### src/rtl/ov7670_capture.sv
// OV7670 parallel capture: registers VSYNC/HREF/D, pairs bytes into RGB565 pixels with a linear write address.
// Optional 2:1 downscale (even pixels of even lines) when CAPTURE_DECIMATE_EN is defined.
module ov7670_capture #(
    parameter int H_ACTIVE = 640,
    parameter int V_ACTIVE = 480,
    parameter int ADDR_W   = 19
) (
    input  logic              clk,
    input  logic              rst_n,
    input  logic              config_done,
    input  logic              vsync,
    input  logic              href,
    input  logic [7:0]        d,
    output logic [15:0]       pix_data,
    output logic              pix_valid,
    output logic [ADDR_W-1:0] pix_addr,
    output logic              frame_start,
    output logic              frame_done,
    output logic              line_err,
    output logic [7:0]        frame_count
);

    localparam logic [1:0] S_IDLE    = 2'd0;
    localparam logic [1:0] S_SYNC    = 2'd1;
    localparam logic [1:0] S_CAPTURE = 2'd2;

    // Pixel counter saturates one past H_ACTIVE so over-long lines stay flagged.
    localparam int PW = $clog2(H_ACTIVE + 2);
    localparam int LW = $clog2(V_ACTIVE + 1);
    localparam logic [PW-1:0] H_LIM = PW'(H_ACTIVE);
    localparam logic [PW-1:0] H_SAT = PW'(H_ACTIVE + 1);
    localparam logic [LW-1:0] V_LIM = LW'(V_ACTIVE);
`ifdef CAPTURE_DECIMATE_EN
    localparam int PIX_TOTAL = (H_ACTIVE / 2) * (V_ACTIVE / 2);
`else
    localparam int PIX_TOTAL = H_ACTIVE * V_ACTIVE;
`endif
    localparam logic [ADDR_W-1:0] ADDR_MAX = ADDR_W'(PIX_TOTAL - 1);

    logic              vsync_q, vsync_d, href_q, href_d;
    logic [7:0]        d_q, d_d;
    logic              vsync_p_q, vsync_p_d, href_p_q, href_p_d;
    logic [1:0]        state_q, state_d;
    logic              phase_q, phase_d;
    logic [7:0]        hi_q, hi_d;
    logic [PW-1:0]     pix_cnt_q, pix_cnt_d;
    logic [LW-1:0]     line_cnt_q, line_cnt_d;
    logic [ADDR_W-1:0] addr_cnt_q, addr_cnt_d;
    logic [15:0]       pix_data_q, pix_data_d;
    logic              pix_valid_q, pix_valid_d;
    logic [ADDR_W-1:0] pix_addr_q, pix_addr_d;
    logic              frame_start_q, frame_start_d;
    logic              frame_done_q, frame_done_d;
    logic              line_err_q, line_err_d;
    logic [7:0]        frame_count_q, frame_count_d;

    logic vs_rise, vs_fall, hr_fall, line_ok, pix_ok, keep;

    assign vs_rise = vsync_q & ~vsync_p_q;
    assign vs_fall = ~vsync_q & vsync_p_q;
    assign hr_fall = ~href_q & href_p_q;
    assign line_ok = (line_cnt_q < V_LIM);
    assign pix_ok  = (pix_cnt_q < H_LIM);
`ifdef CAPTURE_DECIMATE_EN
    assign keep = ~line_cnt_q[0] & ~pix_cnt_q[0];
`else
    assign keep = 1'b1;
`endif

    always_comb begin
        vsync_d       = vsync;
        href_d        = href;
        d_d           = d;
        vsync_p_d     = vsync_q;
        href_p_d      = href_q;
        state_d       = state_q;
        phase_d       = phase_q;
        hi_d          = hi_q;
        pix_cnt_d     = pix_cnt_q;
        line_cnt_d    = line_cnt_q;
        addr_cnt_d    = addr_cnt_q;
        pix_data_d    = pix_data_q;
        pix_addr_d    = pix_addr_q;
        frame_count_d = frame_count_q;
        pix_valid_d   = 1'b0;
        frame_start_d = 1'b0;
        frame_done_d  = 1'b0;
        line_err_d    = 1'b0;

        case (state_q)
            S_IDLE: begin
                phase_d = 1'b0;
                if (config_done) state_d = S_SYNC;
            end
            S_SYNC: begin
                phase_d = 1'b0;
                if (vs_fall) begin
                    frame_start_d = 1'b1;
                    addr_cnt_d    = '0;
                    line_cnt_d    = '0;
                    pix_cnt_d     = '0;
                    state_d       = S_CAPTURE;
                end
            end
            S_CAPTURE: begin
                if (vs_rise) begin
                    // A line cut short by VSYNC loses its partial pixel and is reported.
                    frame_done_d  = 1'b1;
                    line_err_d    = href_q;
                    frame_count_d = frame_count_q + 8'd1;
                    phase_d       = 1'b0;
                    state_d       = S_SYNC;
                end else if (href_q) begin
                    if (!phase_q) begin
                        hi_d    = d_q;
                        phase_d = 1'b1;
                    end else begin
                        phase_d = 1'b0;
                        if (pix_cnt_q != H_SAT) pix_cnt_d = pix_cnt_q + PW'(1);
                        if (line_ok && pix_ok && keep) begin
                            pix_data_d  = {hi_q, d_q};
                            pix_valid_d = 1'b1;
                            pix_addr_d  = addr_cnt_q;
                            if (addr_cnt_q != ADDR_MAX) addr_cnt_d = addr_cnt_q + ADDR_W'(1);
                        end
                    end
                end else if (hr_fall) begin
                    line_err_d = phase_q | (pix_cnt_q != H_LIM);
                    phase_d    = 1'b0;
                    pix_cnt_d  = '0;
                    if (line_ok) line_cnt_d = line_cnt_q + LW'(1);
                end
            end
            default: state_d = S_IDLE;
        endcase

        // Losing configuration abandons the frame without completing it.
        if (!config_done) begin
            state_d       = S_IDLE;
            phase_d       = 1'b0;
            pix_valid_d   = 1'b0;
            frame_start_d = 1'b0;
            frame_done_d  = 1'b0;
            line_err_d    = 1'b0;
            frame_count_d = frame_count_q;
        end
    end

    always_ff @(posedge clk or negedge rst_n) begin
        if (!rst_n) begin
            vsync_q       <= 1'b0;
            href_q        <= 1'b0;
            d_q           <= '0;
            vsync_p_q     <= 1'b0;
            href_p_q      <= 1'b0;
            state_q       <= S_IDLE;
            phase_q       <= 1'b0;
            hi_q          <= '0;
            pix_cnt_q     <= '0;
            line_cnt_q    <= '0;
            addr_cnt_q    <= '0;
            pix_data_q    <= '0;
            pix_valid_q   <= 1'b0;
            pix_addr_q    <= '0;
            frame_start_q <= 1'b0;
            frame_done_q  <= 1'b0;
            line_err_q    <= 1'b0;
            frame_count_q <= '0;
        end else begin
            vsync_q       <= vsync_d;
            href_q        <= href_d;
            d_q           <= d_d;
            vsync_p_q     <= vsync_p_d;
            href_p_q      <= href_p_d;
            state_q       <= state_d;
            phase_q       <= phase_d;
            hi_q          <= hi_d;
            pix_cnt_q     <= pix_cnt_d;
            line_cnt_q    <= line_cnt_d;
            addr_cnt_q    <= addr_cnt_d;
            pix_data_q    <= pix_data_d;
            pix_valid_q   <= pix_valid_d;
            pix_addr_q    <= pix_addr_d;
            frame_start_q <= frame_start_d;
            frame_done_q  <= frame_done_d;
            line_err_q    <= line_err_d;
            frame_count_q <= frame_count_d;
        end
    end

    assign pix_data    = pix_data_q;
    assign pix_valid   = pix_valid_q;
    assign pix_addr    = pix_addr_q;
    assign frame_start = frame_start_q;
    assign frame_done  = frame_done_q;
    assign line_err    = line_err_q;
    assign frame_count = frame_count_q;

endmodule

### config.mk
export PLATFORM = sky130hd
export DESIGN_NAME = ov7670_capture
export DESIGN_NICKNAME = d
export VERILOG_FILES = /design/src/rtl/ov7670_capture.sv
export SDC_FILE = /design/constraint.sdc
export NUM_CORES = 1
export LEC_CHECK = 0
export CORE_AREA = 2 2 111 113
export CTS_CLUSTER_SIZE = 30
export DETAILED_ROUTE_END_ITERATION = 8
export DIE_AREA = 0 0 113 115
export PLACE_DENSITY = 0.63
export SLEW_MARGIN = 20
export SYNTH_ARGS = -nofsm -noshare
export SYNTH_HDL_FRONTEND = slang
export SYNTH_SLANG_ARGS = --single-unit
### constraint.sdc
create_clock -name clk -period 2.3 [get_ports clk]
set_input_delay 0.345 -clock clk [delete_from_list [all_inputs] [get_ports clk]]
set_output_delay 0.345 -clock clk [all_outputs]
set_load 0.1 [all_outputs]
# --- After elaboration in Yosys (flattened, before gate mapping) ---
# Index checks and enable logic that the tools add are counted.
word_totals:
  register_bits: 108
  output_inout_bits: 47
  elab_cells: 113
op_classes:
  addsub: 4
  order_cmp: 2
  eq_ne: 21
  muxes: 47
  bitwise_logic: 9
  reduce_logical: 12
ops:
  columns: ["cell", "count"]
  rows:
  - ["$mux 19", 6]
  - ["$mux 10", 6]
  - ["$mux 9", 5]
  - ["$pmux 19 s2", 1]
  - ["$mux 1", 22]
  - ["$ne 10x10->1 const B", 2]
  - ["$pmux 10 s2", 1]
  - ["$add 19x1->19 const B", 1]
  - ["$ne 19x19->1 const B", 1]
  - ["$ne 2x2->1 const B", 9]
  - ["$pmux 9 s2", 1]
  - ["$ne 3x3->1 const B", 5]
  - ["$reduce_and 6->1", 2]
  - ["$add 10x1->10 const B", 1]
  - ["$lt 10x10->1 const B", 1]
  - ["$add 9x1->9 const B", 1]
  - ["$lt 9x9->1 const B", 1]
  - ["$add 8x1->8 const B", 1]
  - ["$reduce_and 7->1", 1]
  - ["$mux 2", 3]
  - ["$pmux 2 s3", 1]
  - ["$ne 5x5->1 const B", 1]
  - ["$not 1->1", 5]
  - ["$reduce_and 5->1", 1]
  - ["other kinds (13)", 16]

# --- Longest topological paths before layout ---
# Gate-level depths: netlist of run 1.
logic_depth:
  depth_word: 8
  mapped_depth: 8
  mapped_depth_nobuf: 6

# --- Worst setup path before layout of run 1 ---
# No wires, ideal clock.
synth_timing:
  path_type: "reg-to-reg"
  from: "register frame_count_q[0], in the netlist frame_count[0]"
  to: "register frame_count_q[7], in the netlist frame_count[7]"
  setup_time_ps: 158
  t_arrival_ps: 1805
  slack_ps: 337
  path_stages_with_launch: 6
  path_buffers: 0
  synth_period_minus_slack_ps: 1963
  path_cell_list: "dfrtp_1 nand3_1 nor3_1 and3_1 nand3_1 xnor2_1"
synth_between:
  elab_chain_len: 1
synth_rtl:
  columns: ["item", "line", "rtl"]
  rows:
  - ["start: declaration", "55", "logic [7:0] frame_count_q, frame_count_d;"]
  - ["start signal: assignment", "187", "frame_count_q <= frame_count_d;"]
  - ["$add 8x1->8", "110", "frame_count_d = frame_count_q + 8'd1;"]
# Every way passes these cells.
# A chain may end at the register's enable or synchronous reset.

# --- Worst setup path in the final report of run 1 ---
layout_timing:
  from: "register line_cnt_q[6]"
  to: "register addr_cnt_q[5]"
layout_between:
  elab_chain_len: 4
layout_rtl:
  columns: ["item", "line", "rtl"]
  rows:
  - ["start: declaration", "47", "logic [LW-1:0] line_cnt_q, line_cnt_d;"]
  - ["start signal: assignment", "179", "line_cnt_q <= line_cnt_d;"]
  - ["$lt 9x9->1", "62", "assign line_ok = (line_cnt_q < V_LIM);"]
  - ["$logic_and 1x1->1", "120", "if (line_ok && pix_ok && keep) begin"]
  - ["$ne 2x2->1 (no line)", null, null]
  - ["$reduce_and 7->1 (no line)", null, null]
  - ["end signal: assignment", "180", "addr_cnt_q <= addr_cnt_d;"]
  - ["end: declaration", "48", "logic [ADDR_W-1:0] addr_cnt_q, addr_cnt_d;"]
# Every way passes these cells.

==> results.md, run 1 <==
- Crit path from: line_cnt_q[6]$_DFFE_PN0P_
- LEAKAGE: 2.659 nW
- Fin crit period: 2095 ps
- Number of global-route vias before repair: 3,334
- Critical path, cell by cell: and4_4 -> or3b_4 -> a211o_1 -> or4_1 -> o21ai_1
- Syn avg cell area: 11.92 µm²
- Worst min-delay path class: in2async
- # DRC: 3
- RR Startpoint: line_cnt_q[6]$_DFFE_PN0P_
- CTS Root Cell: clkbuf_16
- Filler cell count: 1,090
- Syn Inst Count: 391
- Hold Worst Slack: 14.82 ps
- #FFs+latches synth: 108
- Share of cells above drive strength 1: 28.75%
- Critical Path Start Type: flop
- Vert. Die Dim: 115 µm
- Core area: 11,810 µm²
- CP arrival: 2380 ps
- FFs w/ async S/R, synth: 100.0%
- Required @ worst endpoint: 2580 ps
- First-pass DRT Iterations: 6
- Die Width: 113 µm
- Final setup fails: 0
- Fin nets: 487
- Via count: 3,349
- Cell Count Post-Placement: 604
- Setup slack, reg-to-reg: 200 ps
- Failing checks: DRC
- Syn. warnings: 0
- Commonest non-fill, non-tap cell in the layout: dfrtp_1
- Critical path class: reg2reg
- CTS Sinks: 108
- Setup tns final: 0 ps
- Slew @ Worst Pin: 641.8 ps
- Leading area contributor after synthesis: dfrtp_1
- Rows: 40
- Io pins: 60
- H-tree Lvls: 3
- Post-DP HPWL: 6673 µm
- Worst vdd ir: 307.9 µV
- Final Routed Wirelength: 9673 µm
- Synthesized Nets: 410
- Post-place instance area: 5414 µm²
- Reg-to-reg endpoint: addr_cnt_q[5]$_DFFE_PN0P_
- CP max FO: 7
- DR vias/cell: 5.402
- Clock transition at path regs: 70 ps
- Max-slew headroom: 57.22%
- Layout Cells excl Fill: 620
- Post-CTS Setup Bufs: 0
- Mapped Area: 4659 µm²
- Reg2Reg Depth: 5
- Layout area overhead: 22.31%
- Sequential cell area: 2703 µm²
- Layout Skew: 7.919 ps
- Total track usage: 15.82%
- Yosys top cell area share: 58.00%
- Distinct cell type count after synthesis: 54
- Maxcap violations: 0
- Number of flops mapped to enable cells by yosys: 0
- Worst path slowest cell: or4_1
- Hold Vio Cnt, Final: 0
- CTS max path bufs: 2
- Final ANT Viol Nets: 0
- DIE AREA: 13,000 µm²
- Crit path capture: addr_cnt_q[5]$_DFFE_PN0P_
- PD cells: 646.8 nW/µm²
- Starting density of the core: 39.45%
- Tcrit/Tclk final: 91.09%
- I/O Buffers: 59
- Pwr Total: 0.003686 W
- DR iter-0 viols: 198
- Ant. Diodes: 0
- CP Capture Type: flop
- Placer Congestion: 0.8172
- Worst skew pair latency: 350 ps
- Crit-path max cell delay: 520 ps
- Dominant register cell in the synthesized netlist: dfrtp_1
- First-pass GRT wire length: 16,270 µm
- Routed len/inst: 15.60 µm
- CTS tree: built
- Grt ovf: 0
- Max-slew violations: 0
- Outcome: finished, violations left
- Initial antenna violation count: 0
- CTS Buf Count: 9
- Design area: 5699 µm²
- Pin count of the biggest net entering global routing: 49
- Area taken by multi-input logic gates: 1864 µm²
- Synth top area cells: dfrtp_1 58%, mux2_2 11%, nand2_1 2.4%, a21oi_1 2.0%, nand3_1 2.0%
- Seq/Total Area, Yosys: 58.00%
- Commonest cells after routing, fill and taps aside: 108 x dfrtp_1, 68 x buf_4, 44 x mux2_2, 30 x nand2_1
- Unrepaired setup endpoints after global routing: no
- Peak Freq: 477.3 MHz
-- power breakdown --
part           switching (W)  internal (W)
sequential         0.0000336       0.00195
clock               0.000731      0.000758
combinational       0.000134     0.0000809
-- through the flow --
stage                     utilization (%)  setup slack (ps)
final                               48.25             204.8
after floorplan                         -             337.3
after CTS                           48.25             159.0
after global routing                48.25             44.01
after global placement              45.84             184.4
after detailed placement            45.84             184.1
-- worst max-delay path, delay by kind of cell, from the launching register on --
kind / cells / cell delay [ps]
compound gates: 2 / 490
simple gates: 3 / 1110
flops: 1 / 420
-- kinds of logic (layout without fill, tap and decap cells) --
group	count (synthesis)	count (layout)	synth area share (%)
mux	46	46	11.06
compound gates	73	73	9.909
fa+ha+maj	6	6	1.611
simple gates	126	126	15.17
flops	108	108	58.00
xor+xnor	12	12	2.256
buf+inv	20	102	1.987
-- cell type report --
type	count	area share, %
tap	147	3.227
sequential	108	47.42
inverter	6	0.3952
clock buffer	10	4.018
clock inverter	6	0.9879
timing repair buffer	80	11.24
multi-input combinational	263	32.71
-- cell usage after synthesis, types with 3 or more instances --
library cell  instances
o211ai_1              3
o21ai_0              15
xnor2_1               4
o21a_1                3
dfrtp_1             108
mux2_2               44
and3_1                6
xor2_1                8
inv_1                 6
nand4_1              11
nor2b_1               3
a31oi_1               9
nand2_1              30
and2_1                3
or4_1                 3
nor3_1                6
buf_2                 3
clkbuf_1              7
ha_1                  6
or3_1                 8
a41oi_1               3
nor2_1               12
nand2b_1              5
a21oi_1              19
nand3_1              19
o31ai_1               9
-- timing repair --
action	CTS	global route
setup endpoints to repair	0	1
hold buffers	0	0
resized for setup	0	1
-- worst min path at each step --
stage | from | end | slack, ps | depth (start not counted)
global placement | rst_n | line_cnt_q[4]$_DFFE_PN0P_ | 410 | 1
CTS | rst_n | href_p_d$_DFF_PN0_ | 50 | 1
finish | rst_n | line_cnt_q[8]$_DFFE_PN0P_ | 10 | 1
floorplan | rst_n | addr_cnt_q[0]$_DFFE_PN0P_ | 50 | 0
global route | rst_n | vsync_p_q$_DFF_PN0_ | 80 | 1
detailed placement | rst_n | line_cnt_q[3]$_DFFE_PN0P_ | 420 | 1
-- registers in the layout, summed over array words and instances, names as in the netlist, 2 cells and up --
register / flops
hi_q: 8
pix_addr: 19
frame_count: 8
state_q: 2
d_q: 8
line_cnt_q: 9
pix_data: 16
pix_cnt_q: 10
addr_cnt_q: 19
-- routing by layer --
metal	track usage (%)	vias up	routed length, µm
li1	-	1594	-
met1	21.49	1671	4570
met2	24.79	71	4567
met3	2.741	13	329
met4	7.724	0	205
met5	0	-	0
Note: power is estimated with default switching activity, not from simulation.
==> run 2: changes to the inputs <==
--- a/config.mk
+++ b/config.mk
@@ -9,6 +9,7 @@
 export CTS_CLUSTER_SIZE = 30
 export DETAILED_ROUTE_END_ITERATION = 8
 export DIE_AREA = 0 0 113 115
+export HOLD_SLACK_MARGIN = 0.05
 export PLACE_DENSITY = 0.63
 export SLEW_MARGIN = 20
 export SYNTH_ARGS = -nofsm -noshare
==> results.md, run 2 (synthesized netlist as in run 1, its figures left out) <==
- RR Startpoint: line_cnt_q[6]$_DFFE_PN0P_
- CTS Root Cell: clkbuf_16
- Max-slew headroom: 57.22%
- Layout area overhead: 22.53%
- Maxcap violations: 0
- Grt ovf: 0
- Required @ worst endpoint: 2580 ps
- PD cells: 646.3 nW/µm²
- Critical path, cell by cell: and4_4 -> or3b_4 -> a211o_1 -> or4_1 -> o21ai_1
- First-pass GRT wire length: 16,270 µm
- Io pins: 60
- Hold Startpoint: d[0]
- Via count: 3,341
- CP max FO: 7
- LEAKAGE: 2.663 nW
- H-tree Lvls: 3
- Final ANT Viol Nets: 0
- Core area: 11,810 µm²
- Peak Freq: 477.2 MHz
- Crit-path max cell delay: 520 ps
- DR vias/cell: 5.380
- Total track usage: 15.82%
- Post-DP HPWL: 6673 µm
- Critical Path Start Type: flop
- Share of cells above drive strength 1: 28.69%
- Initial antenna violation count: 0
- Setup tns final: 0 ps
- Commonest cells after routing, fill and taps aside: 108 x dfrtp_1, 68 x buf_4, 44 x mux2_2, 30 x nand2_1
- DIE AREA: 13,000 µm²
- Die Width: 113 µm
- Placer Congestion: 0.8172
- Starting density of the core: 39.45%
- Pin count of the biggest net entering global routing: 49
- Number of global-route vias before repair: 3,334
- Max-slew violations: 0
- Outcome: finished, violations left
- Worst skew pair latency: 350 ps
- Ant. Diodes: 0
- Vert. Die Dim: 115 µm
- Final setup fails: 0
- Worst path slowest cell: or4_1
- Fin crit period: 2096 ps
- Unrepaired setup endpoints after global routing: no
- Routed len/inst: 15.59 µm
- Worst min-delay path class: in2reg
- Filler cell count: 1,087
- Final Routed Wirelength: 9683 µm
- Fin nets: 488
- Hold Vio Cnt, Final: 0
- CTS tree: built
- # DRC: 3
- Rows: 40
- DR iter-0 viols: 194
- Tcrit/Tclk final: 91.12%
- CP Capture Type: flop
- Worst vdd ir: 308.5 µV
- Clock transition at path regs: 70 ps
- CTS Buf Count: 9
- Crit path from: line_cnt_q[6]$_DFFE_PN0P_
- CP bufs+invs: 0
- Slew @ Worst Pin: 641.7 ps
- Failing checks: DRC
- Layout Skew: 7.949 ps
- Commonest non-fill, non-tap cell in the layout: dfrtp_1
- CP arrival: 2380 ps
- First-pass DRT Iterations: 6
- I/O Buffers: 59
- Critical path class: reg2reg
- Fin util: 48.34%
- CTS Sinks: 108
- Crit-path leading delay family: simple AND/OR/NAND/NOR gates
- CTS max path bufs: 2
-- run 2: changes by cell type in the layout (fill, tap and decap cells not counted), sizes merged --
cell	previous run	this run
dlygate4sd3	0	1
-- run 2: area by class of cell --
type | count | area, µm² | area share, %
clock buffers | 10 | 229.0 | 4.011
clock inverters | 6 | 56.30 | 0.9862
inverters | 6 | 22.52 | 0.3945
multi-input cells | 263 | 1864 | 32.65
flip-flops and latches | 108 | 2703 | 47.34
well taps | 147 | 183.9 | 3.222
repair buffers | 81 | 650.6 | 11.40
-- run 2: worst paths after layout --
kind	to	slack [ps]	depth (start not counted)
min in group asynchronous	line_cnt_q[8]$_DFFE_PN0P_	560	2
setup reg to reg	addr_cnt_q[5]$_DFFE_PN0P_	200	5
hold / removal	d_q[0]$_DFF_PN0_	420	1
hold reg to reg	vsync_p_q$_DFF_PN0_	470	0
max in group asynchronous	hi_q[4]$_DFFE_PN0P_	1070	3
setup / recovery	addr_cnt_q[5]$_DFFE_PN0P_	200	5
-- run 2: worst reg2reg max path, delay by kind of cell, from the launching register on --
family | cells | cell delay (ps)
AND/OR/NAND/NOR | 3 | 1110
AO/OA/AOI/OAI | 2 | 490
flip-flops | 1 | 420
-- run 2: repair_timing --
action | 4_1_cts | 5_1_grt
buffers inserted | 0 | 0
hold buffers | 1 | 0
endpoints found under the hold margin | 23 | 0
resized for setup | 0 | 1
setup endpoints to repair | 0 | 1
-- run 2: per-layer routing --
metal	up-vias	routed length, µm	GRT usage [%]
met3	13	331	2.741
met5	-	0	0
li1	1594	-	-
met2	65	4553	24.79
met1	1669	4592	21.49
met4	0	205	7.724
-- run 2: power breakdown --
part           internal (W)  switching, W  total [W]
clock              0.000758      0.000733    0.00149
combinational     0.0000820      0.000134   0.000216
sequential          0.00195     0.0000335    0.00198
-- run 2: through the flow --
step	hold WS [ps]	total power, W	setup slack [ps]	cell area, µm²	std cells
finish	424.3	0.003690	204.3	5709	621
global placement	414.0	0.002233	184.4	5414	604
global route	408.5	0.003844	44.01	5709	621
detailed placement	422.4	0.002240	184.1	5414	604
CTS	414.4	0.003744	159.0	5709	621
floorplan	49.41	0.002129	337.3	4659	391
==> edit 1 (settings of run 2) <==
The option `CAPTURE_DECIMATE_EN` is turned on by a define.
--- a/src/rtl/ov7670_capture.sv
+++ b/src/rtl/ov7670_capture.sv
@@ -1,5 +1,7 @@
 // OV7670 parallel capture: registers VSYNC/HREF/D, pairs bytes into RGB565 pixels with a linear write address.
 // Optional 2:1 downscale (even pixels of even lines) when CAPTURE_DECIMATE_EN is defined.
+`define CAPTURE_DECIMATE_EN
+
 module ov7670_capture #(
     parameter int H_ACTIVE = 640,
     parameter int V_ACTIVE = 480,
Behaviour: no difference found for any inputs over 4 cycles, from zero or initial values and one cycle with rst_n low; that may be too few to reach the edited logic, so the function may still have changed.
==> edit 1 against run 2 <==
Largest power group unchanged; sequential cell count did not move; power fell by 0.18%; maximum frequency fell by 2.3%; area after synthesis rose by 1.4%; hold slack got worse by 3.1 ps; critical endpoint is now addr_cnt_q[8]; clock skew rose by 0.58 ps; the flow still finishes with violations (DRC); final area rose by 1.9%; wire length rose by 2.8%; setup slack got worse by 50 ps.
==> edit 1: results (changes against run 2) <==
Worst hold path
  • Min-delay src: d[5]
  • WHS Endpoint: d_q[5]

Routing
  • Highest Signal Layer: met4
  • DR WL met3: 562 um (+70%)
  • Met2 Routed Length: 4.604 mm (+1.1%)
  • Met1 WL: 4.579 mm (-0.28%)
  • Final WL: 9.955 mm (+2.8%)
  • Initial DRC count: 166 (-14%)
  • DRC: 3 (unchanged)

Worst setup path
  • Reg2Reg Setup Slack: 150 ps (-50 ps)
  • R2R cell count: 6 (+1)
  • Max stage delay on crit path: 490 ps (-30 ps)
  • Worst r2r src: addr_cnt_q[0]
  • Arrival @ worst endpoint: 2450 ps (+70 ps)
  • Critical Path End: addr_cnt_q[8]

Run status
  • Run status: finished, violations left
  • Failing checks: DRC

Power and ir drop
  • Peak VDD IR: 0.0003607 V (+17%)
  • Leakage power: 0.002722 uW (+2.2%)

Global routing
  • Pin count of the biggest net entering global routing: 46 (-6.1%)
  • Number of global-route vias before repair: 3,485 (+4.5%)
  • GRT Total Usage: 16.46% (+0.64 points)
  • Met2 usage: 25.67% (+0.88 points)
  • Routing usage on met3: 5.324% (+2.6 points)
  • Grt met1 use: 21.35% (-0.14 points)
  • Initial antenna violation count: 0 (unchanged)

Yosys
  • Synth area leaders: dfrtp_1 (57%), mux2_2 (10%), a21oi_1 (2.6%), nand2_1 (2.4%), nand3_1 (2.1%)
  • Area share of xor/xnor cells in the synthesized design: 2.040% (-0.22 points)
  • Post-synthesis mux area share: 11.13% (+0.062 points)
  • Register area share after synthesis: 57.22% (-0.78 points)
  • Adder-Cell Fraction of Synth Area: 1.325% (-0.29 points)
  • Synth Area in Compound Gates: 9.722% (-0.19 points)
  • Syn Inst Count: 404 (+3.3%)
  • Syn nets: 422 (+2.9%)
  • Count of cell types in the netlist: 52 (-3.7%)
  • Most common library cells after synthesis: dfrtp_1 (108), mux2_2 (44), nand2_1 (30)

Final layout
  • FILL cells: 1,072 (-1.4%)
  • Area grow syn2layout: 23.21%
  • Final net count: 505 (+3.5%)
  • Final cell count without fillers: 639 (+2.9%)
  • Share of cells above drive strength 1: 29.27% (+0.58 points)

Placed design
  • Post-place setup slack: 181.6 ps (-2.476 ps)
  • Placed cell area: 5527 um2 (+2.1%)
  • DP HPWL: 7.080 mm (+6.1%)
  • GPL Wtd Cong: 0.8783 (+7.5%)

CTS
  • Number of CTS-inserted buffers: 9 (unchanged)
  • H-tree Lvls: 3 (unchanged)

Timing
  • Worst hold slack: 421.2 ps (-3.072 ps)
  • Clk_skew: 8.526 ps (+0.5760 ps)
  • Max_slew headroom: 49.57% (-7.7 points)
## edit 1: cell types whose count changed after synthesis, sizes merged, moves of 3 or more
cell,change
nor2,+6
and4,+3
o31ai,-5
xnor2,+3
xor2,-4
a21oi,+6
clkbuf,-4
or4,+3
buf,+5
## edit 1: layout make-up
| class | instances | area share, % |
|---|---|---|
| Tap cell | 147 | 3.161 |
| Sequential cell | 108 | 46.44 |
| Multi-Input combinational cell | 277 | 33.11 |
| Clock buffer | 9 | 3.870 |
| Inverter | 4 | 0.2580 |
| Clock inverter | 7 | 0.9890 |
| Timing Repair Buffer | 87 | 12.17 |
## edit 1: report_power, final
group | total [uW] | switching (uW) | internal, uW | leakage (uW)
Sequential | 1980 | 34.4 | 1950 | 0.00147
Combinational | 219 | 135 | 83.7 | 0.00112
Clock | 1480 | 731 | 750 | 0.000134
Total | 3680 | 900 | 2780 | 0.00272
==> edit 2 (config.mk and constraints of run 2) <==
Without the edit above. Register the inputs `config_done`, `vsync`, `href` and `d` before use, with the module's reset. The logic sees them one clock later.
--- a/src/rtl/ov7670_capture.sv
+++ b/src/rtl/ov7670_capture.sv
@@ -37,6 +37,25 @@
 `endif
     localparam logic [ADDR_W-1:0] ADDR_MAX = ADDR_W'(PIX_TOTAL - 1);
 
+    logic config_done_q;
+    logic vsync_r;
+    logic href_r;
+    logic [7:0] d_r;
+
+    always_ff @(posedge clk or negedge rst_n) begin
+        if (!rst_n) begin
+            config_done_q <= '0;
+            vsync_r       <= '0;
+            href_r        <= '0;
+            d_r           <= '0;
+        end else begin
+            config_done_q <= config_done;
+            vsync_r       <= vsync;
+            href_r        <= href;
+            d_r           <= d;
+        end
+    end
+
     logic              vsync_q, vsync_d, href_q, href_d;
     logic [7:0]        d_q, d_d;
     logic              vsync_p_q, vsync_p_d, href_p_q, href_p_d;
@@ -68,9 +87,9 @@
 `endif
 
     always_comb begin
-        vsync_d       = vsync;
-        href_d        = href;
-        d_d           = d;
+        vsync_d       = vsync_r;
+        href_d        = href_r;
+        d_d           = d_r;
         vsync_p_d     = vsync_q;
         href_p_d      = href_q;
         state_d       = state_q;
@@ -90,7 +109,7 @@
         case (state_q)
             S_IDLE: begin
                 phase_d = 1'b0;
-                if (config_done) state_d = S_SYNC;
+                if (config_done_q) state_d = S_SYNC;
             end
             S_SYNC: begin
                 phase_d = 1'b0;
@@ -135,7 +154,7 @@
         endcase
 
         // Losing configuration abandons the frame without completing it.
-        if (!config_done) begin
+        if (!config_done_q) begin
             state_d       = S_IDLE;
             phase_d       = 1'b0;
             pix_valid_d   = 1'b0;
Formal check against the unedited RTL: not equivalent (a bounded check fails within 4 cycles, from zero or initial values and one cycle with rst_n low).
==> edit 2 against run 2 <==
The run still ends with DRC left; sequential cell count increased by 11; power increased by 36%; clock power increased by 75%; setup slack got worse by 86 ps; critical path type unchanged; via count increased by 7.6%; area after synthesis increased by 9.7%; count of clock-buffer cells in the layout increased by 14; final area increased by 13%; wire length increased by 7.1%; maximum frequency decreased by 3.9%; clock skew increased by 6.1 ps.
==> edit 2: results (changes against run 2) <==
Run status
  • Run status: finished, violations left
  • Failing checks: DRC

Timing
  • Clk_skew: 14.05 ps (+6.096 ps)
  • Max_slew headroom: 54.80% (-2.4 points)

Final layout
  • Final net count: 529 (+8.4%)
  • FILL cells: 1,029 (-5.3%)
  • Multi-input logic area: 2028 um2 (+8.8%)
  • Final cell count without fillers: 670 (+7.9%)

Routing
  • Vias/cell: 5.366 (-0.27%)
  • Final WL: 10.37 mm (+7.1%)
  • DR WL met3: 442 um (+34%)
  • Met2 Routed Length: 4.908 mm (+7.8%)
  • Initial DRC count: 267 (+38%)
  • DRC: 4 (+1)

Worst setup path
  • Reg2Reg Setup Slack: 120 ps (-90 ps)
  • R2R cell count: 6 (+1)
  • Worst Path Max Fanout: 15 (+8)
  • Max stage delay on crit path: 550 ps (+30 ps)
  • Arrival @ worst endpoint: 2480 ps (+100 ps)

Placed design
  • DP HPWL: 7.061 mm (+5.8%)
  • Placed insts: 637 (+5.5%)
  • Placed cell area: 5879 um2 (+8.6%)
  • GPL Wtd Cong: 0.8473 (+3.7%)

Yosys
  • Register area share after synthesis: 58.26% (+0.26 points)
  • Syn nets: 444 (+8.3%)
  • Count of cell types in the netlist: 60 (+11%)
  • Top cell type's share of synthesized area: 58.26% (+0.26 points)

Global routing
  • Routing usage on met3: 5.377% (+2.6 points)
  • Grt met1 use: 22.31% (+0.82 points)
  • Number of global-route vias before repair: 3,571 (+7.1%)
  • Met2 usage: 27.11% (+2.3 points)
  • Global-route wire length before repair: 17.57 mm (+8.0%)
  • GRT Total Usage: 17.29% (+1.5 points)
  • Pin count of the biggest net entering global routing: 55 (+12%)

CTS
  • Clk_lat worst skew: 420 ps (+70 ps)
  • H-tree Lvls: 4 (+1)
  • Number of CTS-inserted buffers: 17 (+8)

Power and ir drop
  • Peak VDD IR: 0.0005451 V (+77%)
  • Leakage power: 0.003086 uW (+16%)

Worst hold path
  • Type of the most critical hold path: register to register
  • Min-Delay Path Depth: 0 (-1)
-- edit 2: worst paths after layout --
kind | startpoint | to
max | addr_cnt_q[0] | addr_cnt_q[11]
min | vsync_d | vsync_p_d
max reg2reg | addr_cnt_q[0] | addr_cnt_q[11]
min reg2reg | vsync_d | vsync_p_d
max in group asynchronous | rst_n | state_q[0]
min in group asynchronous | rst_n | pix_addr[13]
-- edit 2: cells by family (layout without fill, tap and decap cells) --
logic type / after synthesis / in the layout / share of synthesized area [%]
and+or+nand+nor: 150 / 150 / 16.48
DFF: 119 / 119 / 58.26
AOI/OAI and AO/OA: 66 / 66 / 8.911
muxes: 48 / 48 / 10.48
buffers and inverters: 23 / 121 / 2.179
xor gates and xnor gates: 13 / 13 / 2.228
adders and majority gates: 6 / 6 / 1.469
-- edit 2: area by class of cell --
| class | instances | share of cell area, % |
|---|---|---|
| clock buffers | 24 | 7.130 |
| flip-flops and latches | 119 | 45.99 |
| multi-input cells | 283 | 31.32 |
| repair buffers | 83 | 10.47 |
| well taps | 147 | 2.841 |
| clock inverters | 8 | 1.894 |
| inverters | 6 | 0.3478 |
-- edit 2: repair_timing --
| action | 4_1_cts | 5_1_grt |
|---|---|---|
| setup endpoints to repair | 0 | 11 |
| hold buffers | 1 | 0 |
| hold endpoints to repair | 51 | 0 |
| gates resized for setup | 0 | 2 |
-- edit 2: metrics by stage --
step	hold WS [ps]	worst slack, ps
6_report	344.1	118.6
5_1_grt	352.9	54.30
4_1_cts	346.9	81.27
3_5_place_dp	334.7	92.42
3_3_place_gp	331.6	204.1
2_1_floorplan	49.41	280.6
-- edit 2: report_power, final --
group          leakage, uW  total [uW]  internal, uW  switching [uW]
combinational      0.00121         217          81.9             135
sequential         0.00160        2200          2160            37.7
clock             0.000274        2610          1730             886
total              0.00309        5020          3970            1060
